<file path="src/rtl/rv32i_pkg.sv">
// rv32i_pkg: constants shared by the RV32I fetch front end.
//   XLEN_DEFAULT      default address / PC width
//   INSTR_W           instruction word width
//   PC_STEP           byte distance between sequential fetches
//   RESET_PC_DEFAULT  default first fetch address after reset
//   cnt_w()           width of a counter that must hold 0..depth
package rv32i_pkg;

  localparam int          XLEN_DEFAULT     = 32;
  localparam int          INSTR_W          = 32;
  localparam int          PC_STEP          = 4;
  localparam logic [31:0] RESET_PC_DEFAULT = 32'h0000_0000;

  function automatic int cnt_w(input int depth);
    return $clog2(depth) + 1;
  endfunction

endpackage

</file>
<file path="src/rtl/ifetch_queue_if.sv">
// ifetch_queue_if: instruction-memory request/response bus plus the decode
// handshake of the fetch queue.
//   imaddr_out/imreq_out      fetch address and request (fetch unit drives)
//   imgnt_in                  memory accepts the request this cycle
//   imvalid_in/imdata_in      in-order response from memory
//   instr_valid_out/instr_out/instr_pc_out  queue head towards decode
//   instr_ready_in            decode consumes the head
// master = fetch unit side, slave = memory/decode environment side.
interface ifetch_queue_if
  import rv32i_pkg::*;
#(
  parameter int XLEN = XLEN_DEFAULT
);
  logic [XLEN-1:0]    imaddr_out;
  logic               imreq_out;
  logic               imgnt_in;
  logic               imvalid_in;
  logic [INSTR_W-1:0] imdata_in;
  logic               instr_valid_out;
  logic [INSTR_W-1:0] instr_out;
  logic [XLEN-1:0]    instr_pc_out;
  logic               instr_ready_in;

  modport master (
    output imaddr_out, imreq_out,
    input  imgnt_in, imvalid_in, imdata_in,
    output instr_valid_out, instr_out, instr_pc_out,
    input  instr_ready_in
  );

  modport slave (
    input  imaddr_out, imreq_out,
    output imgnt_in, imvalid_in, imdata_in,
    input  instr_valid_out, instr_out, instr_pc_out,
    output instr_ready_in
  );
endinterface

</file>
<file path="src/rtl/ifq_fifo.sv">
// ifq_fifo: synchronous FIFO with clear and occupancy count.
//   clk_in, rst_in     clock, asynchronous active-low reset
//   clear_in           empties the FIFO (dominates push/pop)
//   push_in/data_in    write; caller guarantees not full
//   pop_in             advance head; caller guarantees not empty
//   data_out           head entry (first-word fall-through)
//   count_out          entries held, 0..DEPTH
//   empty_out          count_out == 0
// DEPTH must be a power of two so the pointers wrap naturally.
module ifq_fifo #(
  parameter int WIDTH = 32,
  parameter int DEPTH = 4,
  localparam int AW = $clog2(DEPTH),
  localparam int CW = AW + 1
) (
  input  logic             clk_in,
  input  logic             rst_in,
  input  logic             clear_in,
  input  logic             push_in,
  input  logic [WIDTH-1:0] data_in,
  input  logic             pop_in,
  output logic [WIDTH-1:0] data_out,
  output logic [CW-1:0]    count_out,
  output logic             empty_out
);

  logic [WIDTH-1:0] mem_q [DEPTH];
  logic [AW-1:0]    wr_ptr_q, rd_ptr_q;
  logic [CW-1:0]    count_q;

  always_ff @(posedge clk_in or negedge rst_in) begin
    if (!rst_in) begin
      for (int i = 0; i < DEPTH; i++) mem_q[i] <= '0;
      wr_ptr_q <= '0;
      rd_ptr_q <= '0;
      count_q  <= '0;
    end else if (clear_in) begin
      wr_ptr_q <= '0;
      rd_ptr_q <= '0;
      count_q  <= '0;
    end else begin
      if (push_in) begin
        mem_q[wr_ptr_q] <= data_in;
        wr_ptr_q        <= wr_ptr_q + AW'(1);
      end
      if (pop_in) rd_ptr_q <= rd_ptr_q + AW'(1);
      count_q <= count_q + CW'(push_in) - CW'(pop_in);
    end
  end

  assign data_out  = mem_q[rd_ptr_q];
  assign count_out = count_q;
  assign empty_out = (count_q == '0);

endmodule

</file>
<file path="src/rtl/ifetch_queue.sv">
// ifetch_queue: request/response instruction fetch engine with a prefetch
// queue between the PC redirect sources and decode.
//   clk_in, rst_in            clock, asynchronous active-low reset
//   redirect_in               taken branch/jump: flush and refetch
//   redirect_pc_in            new PC (bits [1:0] ignored)
//   bus (ifetch_queue_if.master)  memory request/response and decode handshake
// Build option IFQ_BYPASS_EN: a response arriving at an empty, clean queue is
// presented to decode in the same cycle; without it every output is
// registered and imdata_in has no combinational path to instr_out.
module ifetch_queue
  import rv32i_pkg::*;
#(
  parameter int              XLEN     = XLEN_DEFAULT,
  parameter int              DEPTH    = 4,
  parameter logic [XLEN-1:0] RESET_PC = XLEN'(RESET_PC_DEFAULT)
) (
  input  logic            clk_in,
  input  logic            rst_in,
  input  logic            redirect_in,
  input  logic [XLEN-1:0] redirect_pc_in,
  ifetch_queue_if.master  bus
);

  localparam int CW = cnt_w(DEPTH);
  localparam int QW = XLEN + INSTR_W;
  localparam logic [CW:0] DEPTH_V = (CW + 1)'(DEPTH);

  logic [XLEN-1:0] fetch_pc_q, fetch_pc_d;
  logic [CW-1:0]   outst_q, outst_d;
  logic [CW-1:0]   disc_q, disc_d;
  logic            run_q;

  logic            q_push, q_pop, q_empty;
  logic [QW-1:0]   q_dout;
  logic [CW-1:0]   q_count;
  logic [XLEN-1:0] pc_head;
  logic [CW-1:0]   pc_count;
  logic            pc_empty;

  logic [CW:0]     in_use;
  logic            issue, resp_drop, resp_own, resp_accept;

  // run_q holds the request off for the first edge after reset release.
  assign in_use        = {1'b0, q_count} + {1'b0, outst_q};
  assign bus.imreq_out = run_q && (in_use < DEPTH_V) && !redirect_in;
  assign bus.imaddr_out = fetch_pc_q;
  assign issue         = bus.imreq_out && bus.imgnt_in;

  assign resp_drop   = bus.imvalid_in && (disc_q != '0);
  assign resp_own    = bus.imvalid_in && (disc_q == '0) && (outst_q != '0);
  assign resp_accept = resp_own && !redirect_in;

`ifdef IFQ_BYPASS_EN
  logic bypass;
  assign bypass              = q_empty && resp_accept;
  assign bus.instr_valid_out = bypass || (!q_empty && !redirect_in);
  assign bus.instr_out       = bypass ? bus.imdata_in : q_dout[INSTR_W-1:0];
  assign bus.instr_pc_out    = bypass ? pc_head : q_dout[QW-1:INSTR_W];
  assign q_push              = resp_accept && !(bypass && bus.instr_ready_in);
`else
  assign bus.instr_valid_out = !q_empty && !redirect_in;
  assign bus.instr_out       = q_dout[INSTR_W-1:0];
  assign bus.instr_pc_out    = q_dout[QW-1:INSTR_W];
  assign q_push              = resp_accept;
`endif
  assign q_pop = !q_empty && !redirect_in && bus.instr_ready_in;

  // A response in the redirect cycle is charged to whichever counter owns it
  // before the outstanding fetches are moved over to the discard count.
  always_comb begin
    fetch_pc_d = fetch_pc_q;
    outst_d    = outst_q;
    disc_d     = disc_q;
    if (redirect_in) begin
      fetch_pc_d = {redirect_pc_in[XLEN-1:2], 2'b00};
      outst_d    = '0;
      disc_d     = disc_q + outst_q - CW'(resp_drop || resp_own);
    end else begin
      if (issue) fetch_pc_d = fetch_pc_q + XLEN'(PC_STEP);
      outst_d = outst_q + CW'(issue) - CW'(resp_accept);
      disc_d  = disc_q - CW'(resp_drop);
    end
  end

  always_ff @(posedge clk_in or negedge rst_in) begin
    if (!rst_in) begin
      fetch_pc_q <= RESET_PC;
      outst_q    <= '0;
      disc_q     <= '0;
      run_q      <= 1'b0;
    end else begin
      fetch_pc_q <= fetch_pc_d;
      outst_q    <= outst_d;
      disc_q     <= disc_d;
      run_q      <= 1'b1;
    end
  end

  ifq_fifo #(.WIDTH(QW), .DEPTH(DEPTH)) u_instr_q (
    .clk_in    (clk_in),
    .rst_in    (rst_in),
    .clear_in  (redirect_in),
    .push_in   (q_push),
    .data_in   ({pc_head, bus.imdata_in}),
    .pop_in    (q_pop),
    .data_out  (q_dout),
    .count_out (q_count),
    .empty_out (q_empty)
  );

  // PCs of live fetches in issue order; the head belongs to the next response.
  ifq_fifo #(.WIDTH(XLEN), .DEPTH(DEPTH)) u_pc_q (
    .clk_in    (clk_in),
    .rst_in    (rst_in),
    .clear_in  (redirect_in),
    .push_in   (issue),
    .data_in   (fetch_pc_q),
    .pop_in    (resp_accept),
    .data_out  (pc_head),
    .count_out (pc_count),
    .empty_out (pc_empty)
  );

`ifndef SYNTHESIS
  a_orphan_resp: assert property (@(posedge clk_in) disable iff (!rst_in)
    !(bus.imvalid_in && (outst_q == '0) && (disc_q == '0)));
  a_pc_q_tracks: assert property (@(posedge clk_in) disable iff (!rst_in)
    pc_count == outst_q);
  a_pc_q_head: assert property (@(posedge clk_in) disable iff (!rst_in)
    !(resp_accept && pc_empty));
`endif

endmodule

</file>
<file path="src/flat_wrapper.sv">
// flat-port wrapper written by rule: the top's interface ports become plain ports
module ifetch_queue_flat import rv32i_pkg::*;
#(
  parameter int              XLEN     = XLEN_DEFAULT,
  parameter int              DEPTH    = 4,
  parameter logic [XLEN-1:0] RESET_PC = XLEN'(RESET_PC_DEFAULT)
)
  (clk_in, rst_in, redirect_in, redirect_pc_in, bus_imaddr_out, bus_imreq_out, bus_imgnt_in, bus_imvalid_in, bus_imdata_in, bus_instr_valid_out, bus_instr_out, bus_instr_pc_out, bus_instr_ready_in);
  ifetch_queue_if #(.XLEN(XLEN)) bus_i ();
  input  logic clk_in;
  input  logic rst_in;
  input  logic redirect_in;
  input  logic [XLEN-1:0] redirect_pc_in;
  output wire logic [$bits(bus_i.imaddr_out)-1:0] bus_imaddr_out;
  output wire logic [$bits(bus_i.imreq_out)-1:0] bus_imreq_out;
  input wire logic [$bits(bus_i.imgnt_in)-1:0] bus_imgnt_in;
  input wire logic [$bits(bus_i.imvalid_in)-1:0] bus_imvalid_in;
  input wire logic [$bits(bus_i.imdata_in)-1:0] bus_imdata_in;
  output wire logic [$bits(bus_i.instr_valid_out)-1:0] bus_instr_valid_out;
  output wire logic [$bits(bus_i.instr_out)-1:0] bus_instr_out;
  output wire logic [$bits(bus_i.instr_pc_out)-1:0] bus_instr_pc_out;
  input wire logic [$bits(bus_i.instr_ready_in)-1:0] bus_instr_ready_in;
  assign bus_imaddr_out = bus_i.imaddr_out;
  assign bus_imreq_out = bus_i.imreq_out;
  assign bus_i.imgnt_in = bus_imgnt_in;
  assign bus_i.imvalid_in = bus_imvalid_in;
  assign bus_i.imdata_in = bus_imdata_in;
  assign bus_instr_valid_out = bus_i.instr_valid_out;
  assign bus_instr_out = bus_i.instr_out;
  assign bus_instr_pc_out = bus_i.instr_pc_out;
  assign bus_i.instr_ready_in = bus_instr_ready_in;
  ifetch_queue #(.XLEN(XLEN), .DEPTH(DEPTH), .RESET_PC(RESET_PC)) u_core (.clk_in(clk_in), .rst_in(rst_in), .redirect_in(redirect_in), .redirect_pc_in(redirect_pc_in), .bus(bus_i));
endmodule
</file>
<file path="config.mk">
export PLATFORM = sky130hd
export DESIGN_NAME = ifetch_queue_flat
export DESIGN_NICKNAME = d
export VERILOG_FILES = /design/src/rtl/rv32i_pkg.sv /design/src/rtl/ifetch_queue_if.sv /design/src/rtl/ifq_fifo.sv /design/src/rtl/ifetch_queue.sv /design/src/flat_wrapper.sv
export SDC_FILE = /design/constraint.sdc
export NUM_CORES = 1
export LEC_CHECK = 0
export ABC_AREA = 0
export BUFFER_PORTS_ARGS = -buffer_cell sky130_fd_sc_hd__buf_4
export CAP_MARGIN = 20
export CORE_UTILIZATION = 54
export CTS_CLUSTER_DIAMETER = 200
export DETAILED_ROUTE_END_ITERATION = 16
export GPL_TIMING_DRIVEN = 0
export PLACE_DENSITY = 0.87
export SLEW_MARGIN = 15
export SYNTH_ARGS = -nofsm -noshare
export SYNTH_HDL_FRONTEND = slang
export SYNTH_SLANG_ARGS = --single-unit
</file>
<file path="constraint.sdc">
create_clock -name clk_in -period 2.5 [get_ports clk_in]
set_input_delay 0 -clock clk_in [delete_from_list [all_inputs] [get_ports clk_in]]
set_output_delay 0 -clock clk_in [all_outputs]
set_load 0.005 [all_outputs]
</file>
==> impl_metrics.tcl, run 1 <==
set metrics [dict create \
    drt-initial-drc-count 840 \
    cts_buffer_depth 3 \
    violations "hold timing" \
    synth-edff-count 0 \
    insertion_delay_ns 0.55 \
    syn_area_sq_mm 0.0188 \
    synth_warnings 0 \
    diodes 0 \
    critPathBufInv 4 \
    dp_hpwl_um 28400 \
    synth_cell_type_count 52 \
    wire_per_inst_um 22.1 \
    dr.pass1.iters 6 \
    cp.required_ns 2.90 \
    antenna_found_initial 0 \
    netlist_instances 1234 \
    async_flop_share 1.00 \
    yosysSeqAreaShare 0.553 \
    ios 168 \
    status "finished with violations" \
    fmax_mhz 403 \
    synth_xor_area_frac 0.00837 \
    whs_ns -0.00967 \
    grt_first_pass_wirelength_um 71100 \
    via_per_inst 5.92 \
    hold_class "input pin to asynchronous set/reset pin" \
    highest_layer "met4" \
    fp.coreArea_sq_mm 0.0345 \
    hold_viol_final 2 \
    vias 11900 \
    synthTopCellsByArea "dfrtp_1, mux2_2, mux4_2" \
    synthFlopType "dfrtp_1" \
    drv_slew 0 \
    ys_ff_latch 416 \
    syn_avg_cell_area_sq_um 15.3 \
    tns_ns 0 \
    p_per_area_mw_per_mm2 839 \
    die_area_sq_mm 0.0356 \
    synth.most_common_cell "dfrtp_1" \
    grt_max_degree 106 \
    numPlacedInstances 1857 \
    wl_um 44600 \
    p_leak_nw 11.1 \
    drcViolationCount 0 \
    path_delay_family "adder cells" \
    cp_slowest_cell "dfrtp_2" \
    cap_violations 0 \
    routed-wl-met2_um 22600 \
    cts_max_level 2 \
    worst_pin_slew_ns 0.893 \
    crit_path_start_kind "flip-flop" \
    fin_crit_sh 0.993 \
    clock-sinks 416 \
    cpPeakStageDelay_ns 0.45 \
    cp_data_arrival_time_ns 2.88 \
    yosys.area_share.simple 0.0428 \
    synth_top_family_by_area "multiplexers" \
    grt-ovfl-total 0 \
    port_buffers 161 \
    area_growth_pct 22.8 \
    dr_wl_met3_um 2340 \
    yosysTopAreaCell "dfrtp_1" \
    synth_top_area_share 0.553 \
    std_cell_rows 68 \
    final_cells 2017 \
    cp_max_fo 10 \
    start_util 0.546 \
    synth_compound_area_frac 0.0201 \
    grt_pass1_vias 12900 \
    numCtsBuffers 44 \
    die_x_um 189 \
    cts-root-buf "clkbuf_16" \
    finClkSkew_ns 0.0156 \
    drive_gt1_frac 0.504 \
    path_class "flip-flop to flip-flop" \
    worstSetupEndpointType "flip-flop" \
    path_cells "ha_1 -> nor4_4 -> nand4_1 -> inv_2 -> buf_8 -> buf_8 -> ha_1 -> inv_1 -> fa_2 -> xnor2_1 -> nor2_1" \
    setup_viol_count_final 0 \
    die_y_um 189 \
    synthAdderAreaFrac 0.0165 \
    rsz0062_at_grt "yes" \
    fin_crit_ns 2.48 \
    fin_util 0.671 \
    wl_met1_um 18200 \
    synth_common_cells "dfrtp_1, mux2_2, mux4_2, nand2_1, buf_4" \
    grt_use_total 0.256 \
    placed_cell_area_sq_mm 0.0207 \
    vdd_drop_max_v 0.000594 \
    fin_area_sq_mm 0.0231 \
    path_clk_slew_ns 0.07 \
    slew_headroom 0.405 \
    synthMuxAreaShare 0.326 \
    tritoncts "done" \
    place.gp.congestion 0.837 \
    fin_nets 1622 \
    antenna_left 0 \
]
what timing repair did:
| action | in CTS | in global routing |
|---|---|---|
| hold buffers | 67 | 0 |
| gates resized for setup | 25 | 13 |
| endpoints found under the hold margin | 389 | 0 |
| pin swaps | 5 | 4 |
| endpoints found under the setup margin | 427 | 101 |
| buffers inserted | 5 | 9 |
power breakdown:
group / switching (mW) / total [mW] / internal, mW
Sequential: 0.676 / 8.43 / 7.76
Clock: 2.65 / 6.74 / 4.09
Combinational: 1.85 / 4.21 / 2.36
final cells by class:
class | count | area, sq um
buffer | 87 | 571
timing repair buffer | 246 | 2100
tap | 455 | 569
clock inverter | 16 | 220
sequential | 416 | 10400
multi-input combinational | 712 | 7870
inverter | 22 | 82.6
clock buffer | 63 | 1280
fill | 2243 | 11400
cell usage in the layout (no fill, tap or decap), types with 10 or more instances in the layout:
cell type / instances
dfrtp_1: 413
nor2_1: 25
clkbuf_8: 15
o21ai_0: 27
mux4_2: 92
nand2_1: 55
clkbuf_1: 24
xnor2_1: 10
ha_1: 19
buf_2: 20
clkbuf_16: 45
buf_4: 205
mux2_2: 357
clkbuf_2: 11
dlygate4sd3_1: 67
inv_1: 21
nand3_1: 26
cells by family after synthesis:
family / Yosys count
fa+ha+maj: 23
flops: 416
buf+inv: 109
xor+xnor: 18
compound gates: 59
simple gates: 153
other cells: 2
mux: 454
metrics by stage:
stage | hold slack, ns | setup WS, ns | power [mW]
after detailed placement | 0.000206 | -0.555 | 12.5
after floorplan | -0.296 | 0.0456 | 10.8
after global placement | 0.207 | -2.46 | 12.2
after global routing | 0.0417 | -0.0801 | 20.2
final | -0.00967 | 0.0163 | 19.4
after CTS | 0.00521 | -0.0304 | 19.4
path summary, 6_finish.rpt:
path / from / endpoint / slack (ns) / cells after the start
max: u_core.outst_q[1] / u_core.outst_q[2] / 0.02 / 11
min: rst_in / u_core.u_instr_q.count_out[0] / -0.01 / 2
max reg2reg: u_core.outst_q[1] / u_core.outst_q[2] / 0.02 / 11
min reg2reg: u_core.u_pc_q.mem_q[4] / u_core.u_pc_q.mem_q[4] / 0.49 / 2
max in group asynchronous: rst_in / u_core.u_instr_q.mem_q[201] / 1.18 / 4
min in group clk_in: redirect_in / u_core.disc_q[2] / 0.04 / 4
layer usage:
metal,track usage,vias to the layer above
met3,0.0369,145
li1,-,5112
met4,0.0856,0
met2,0.436,504
met5,0,-
met1,0.338,6185
sequential cells by signal, indices dropped and copies added, names as in the netlist:
register and flops:
u_core.u_instr_q.mem_q 248, u_core.disc_q 3, u_core.u_instr_q.wr_ptr_q 2, u_core.u_pc_q.wr_ptr_q 2, u_core.u_pc_q.mem_q 120, u_core.bus.imaddr_out 30
u_core.run_q 1, u_core.u_instr_q.rd_ptr_q 2, u_core.u_pc_q.rd_ptr_q 2, u_core.outst_q 3, u_core.u_instr_q.count_out 3
(Power assumes the default switching activity.)
==> run 2: changes to the inputs <==
--- a/config.mk
+++ b/config.mk
@@ -5,14 +5,13 @@
 export SDC_FILE = /design/constraint.sdc
 export NUM_CORES = 1
 export LEC_CHECK = 0
-export ABC_AREA = 0
 export BUFFER_PORTS_ARGS = -buffer_cell sky130_fd_sc_hd__buf_4
 export CAP_MARGIN = 20
 export CORE_UTILIZATION = 54
 export CTS_CLUSTER_DIAMETER = 200
 export DETAILED_ROUTE_END_ITERATION = 16
 export GPL_TIMING_DRIVEN = 0
-export PLACE_DENSITY = 0.87
+export PLACE_DENSITY_LB_ADDON = 0.15
 export SLEW_MARGIN = 15
 export SYNTH_ARGS = -nofsm -noshare
 export SYNTH_HDL_FRONTEND = slang
==> impl_metrics.tcl, run 2 (synthesis results as in run 1) <==
set metrics [dict create \
    finClkSkew_ns 0.0119 \
    cp_data_arrival_time_ns 2.82 \
    insertion_delay_ns 0.53 \
    final_cell_mix "dfrtp_1, mux2_2, buf_4" \
    port_buffers 161 \
    grt_use_total 0.240 \
    cpPeakStageDelay_ns 0.51 \
    violations "DRC" \
    vias 11400 \
    grt_pass1_vias 12300 \
    fmax_mhz 411 \
    hold_viol_final 0 \
    ios 168 \
    cap_violations 0 \
    drive_gt1_frac 0.499 \
    start_util 0.546 \
    numCtsBuffers 45 \
    drt-initial-drc-count 475 \
    fin_crit_sh 0.972 \
    rr_endpoint "u_core.outst_q[1]" \
    fin_nets 1615 \
    std_cell_rows 68 \
    slew_headroom 0.402 \
    cts_buffer_depth 3 \
    drv_slew 0 \
    path_cells "ha_4 -> nor4_4 -> nand4_1 -> buf_6 -> inv_4 -> clkbuf_16 -> buf_8 -> ha_1 -> inv_1 -> fa_2 -> nor2_1" \
    wire_per_inst_um 20.4 \
    setup_viol_count_final 0 \
    antenna_left 0 \
    hold_class "input pin to asynchronous set/reset pin" \
    place.gp.congestion 0.824 \
    worst_pin_slew_ns 0.897 \
    via_per_inst 5.67 \
    path_class "flip-flop to flip-flop" \
    pre_cts_ws_ns -0.474 \
    top_register "u_core.u_instr_q.mem_q" \
    cts_max_level 2 \
    antenna_found_initial 0 \
    rsz0062_at_grt "yes" \
    crit_path_start_kind "flip-flop" \
    r2r_slack_ns 0.07 \
    status "finished with violations" \
    die_y_um 189 \
    path_clk_slew_ns 0.06 \
    final_common_cell "dfrtp_1" \
    p_per_area_mw_per_mm2 826 \
    grt_first_pass_wirelength_um 67100 \
    fin_crit_ns 2.43 \
    path_delay_family "adder cells" \
    largest_reg_flops 248 \
    dp_hpwl_um 27200 \
    whs_ns 0.00813 \
    vdd_drop_max_v 0.000468 \
    tns_ns 0 \
    cp.required_ns 2.89 \
    wl_um 41000 \
    die_area_sq_mm 0.0356 \
    diodes 0 \
    grt-ovfl-total 0 \
    area_growth_pct 22.2 \
    die_x_um 189 \
    tritoncts "done" \
    dr.pass1.iters 11 \
    clock-sinks 416 \
    cp_slowest_cell "fa_2" \
    p_leak_nw 11.0 \
    rr_startpoint "u_core.outst_q[2]" \
    worstSetupEndpointType "flip-flop" \
    cts-root-buf "clkbuf_16" \
    critPathBufInv 5 \
    cp_max_fo 10 \
    drcViolationCount 2 \
    grt_max_degree 108 \
    fp.coreArea_sq_mm 0.0345 \
    ff2ff_path_depth 11 \
    timing.final.ws_setup_ns 0.0688 \
]
## run 2: cell types whose count changed in the layout (fill, tap and decap cells not counted), moves of 2 or more
cell / change
clkbuf_1: +8
buf_2: -8
buf_4: -2
inv_6: -4
dlygate4sd3_1: -3
## run 2: what timing repair did
item	4_1_cts	5_1_grt
cloned	0	0
pin swaps	4	5
hold buffers	64	0
buffers inserted	6	3
setup endpoints to repair	401	99
gates resized for setup	23	19
hold endpoints to repair	376	0
## run 2: worst register-to-register path, delay by kind of cell, from the launching register on
family / cells / cell delay, ns
AND/OR/NAND/NOR: 3 / 0.44
buffers and inverters: 5 / 0.55
adder cells (fa/ha/maj): 3 / 0.91
flip-flops: 1 / 0.41
## run 2: final cells by class
class	instances	area, sq um
repair buffers	238	2040
clock buffers	67	1290
fillers	2431	11500
clock inverters	10	150
flip-flops and latches	416	10400
multi-input cells	712	7870
plain buffers	87	584
well taps	455	569
inverters	22	85.1
## run 2: report_power, final
part,internal (mW),leakage [nW],switching (mW)
combinational,2.35,4.70,1.76
clock,3.95,0.709,2.55
sequential,7.76,5.64,0.615
total,14.1,11.0,4.93
## run 2: worst max-delay path by stage
| stage | start | end | slack [ns] | cells after the start |
|---|---|---|---|---|
| floorplan | u_core.outst_q[2] | u_core.outst_q[2] | 0.05 | 11 |
| global placement | rst_in | u_core.disc_q[2] | -2.68 | 1 |
| detailed placement | u_core.outst_q[2] | u_core.outst_q[2] | -0.47 | 11 |
| CTS | u_core.outst_q[1] | u_core.u_pc_q.mem_q[40] | 0.005 | 8 |
| global route | u_core.u_instr_q.count_out[1] | u_core.outst_q[1] | -0.07 | 11 |
| finish | u_core.outst_q[2] | u_core.outst_q[1] | 0.07 | 11 |
## run 2: routing by layer
| metal | up-vias | routed length [um] | global-route usage |
|---|---|---|---|
| met1 | 5953 | 18300 | 0.332 |
| li1 | 5091 | - | - |
| met3 | 54 | 1650 | 0.0339 |
| met4 | 0 | 697 | 0.0552 |
| met5 | - | 0 | 0 |
| met2 | 291 | 20400 | 0.405 |
## run 2: through the flow
step                       util  instances  power (mW)  cell area (sq um)
final                     0.667       2007        19.0              23000
after floorplan               -       1237        10.8              18800
after detailed placement  0.602       1857        12.5              20700
after global routing      0.667       2007        19.9              23000
after CTS                 0.665       2004        19.2              22900
after global placement    0.598       1853        12.3              20600
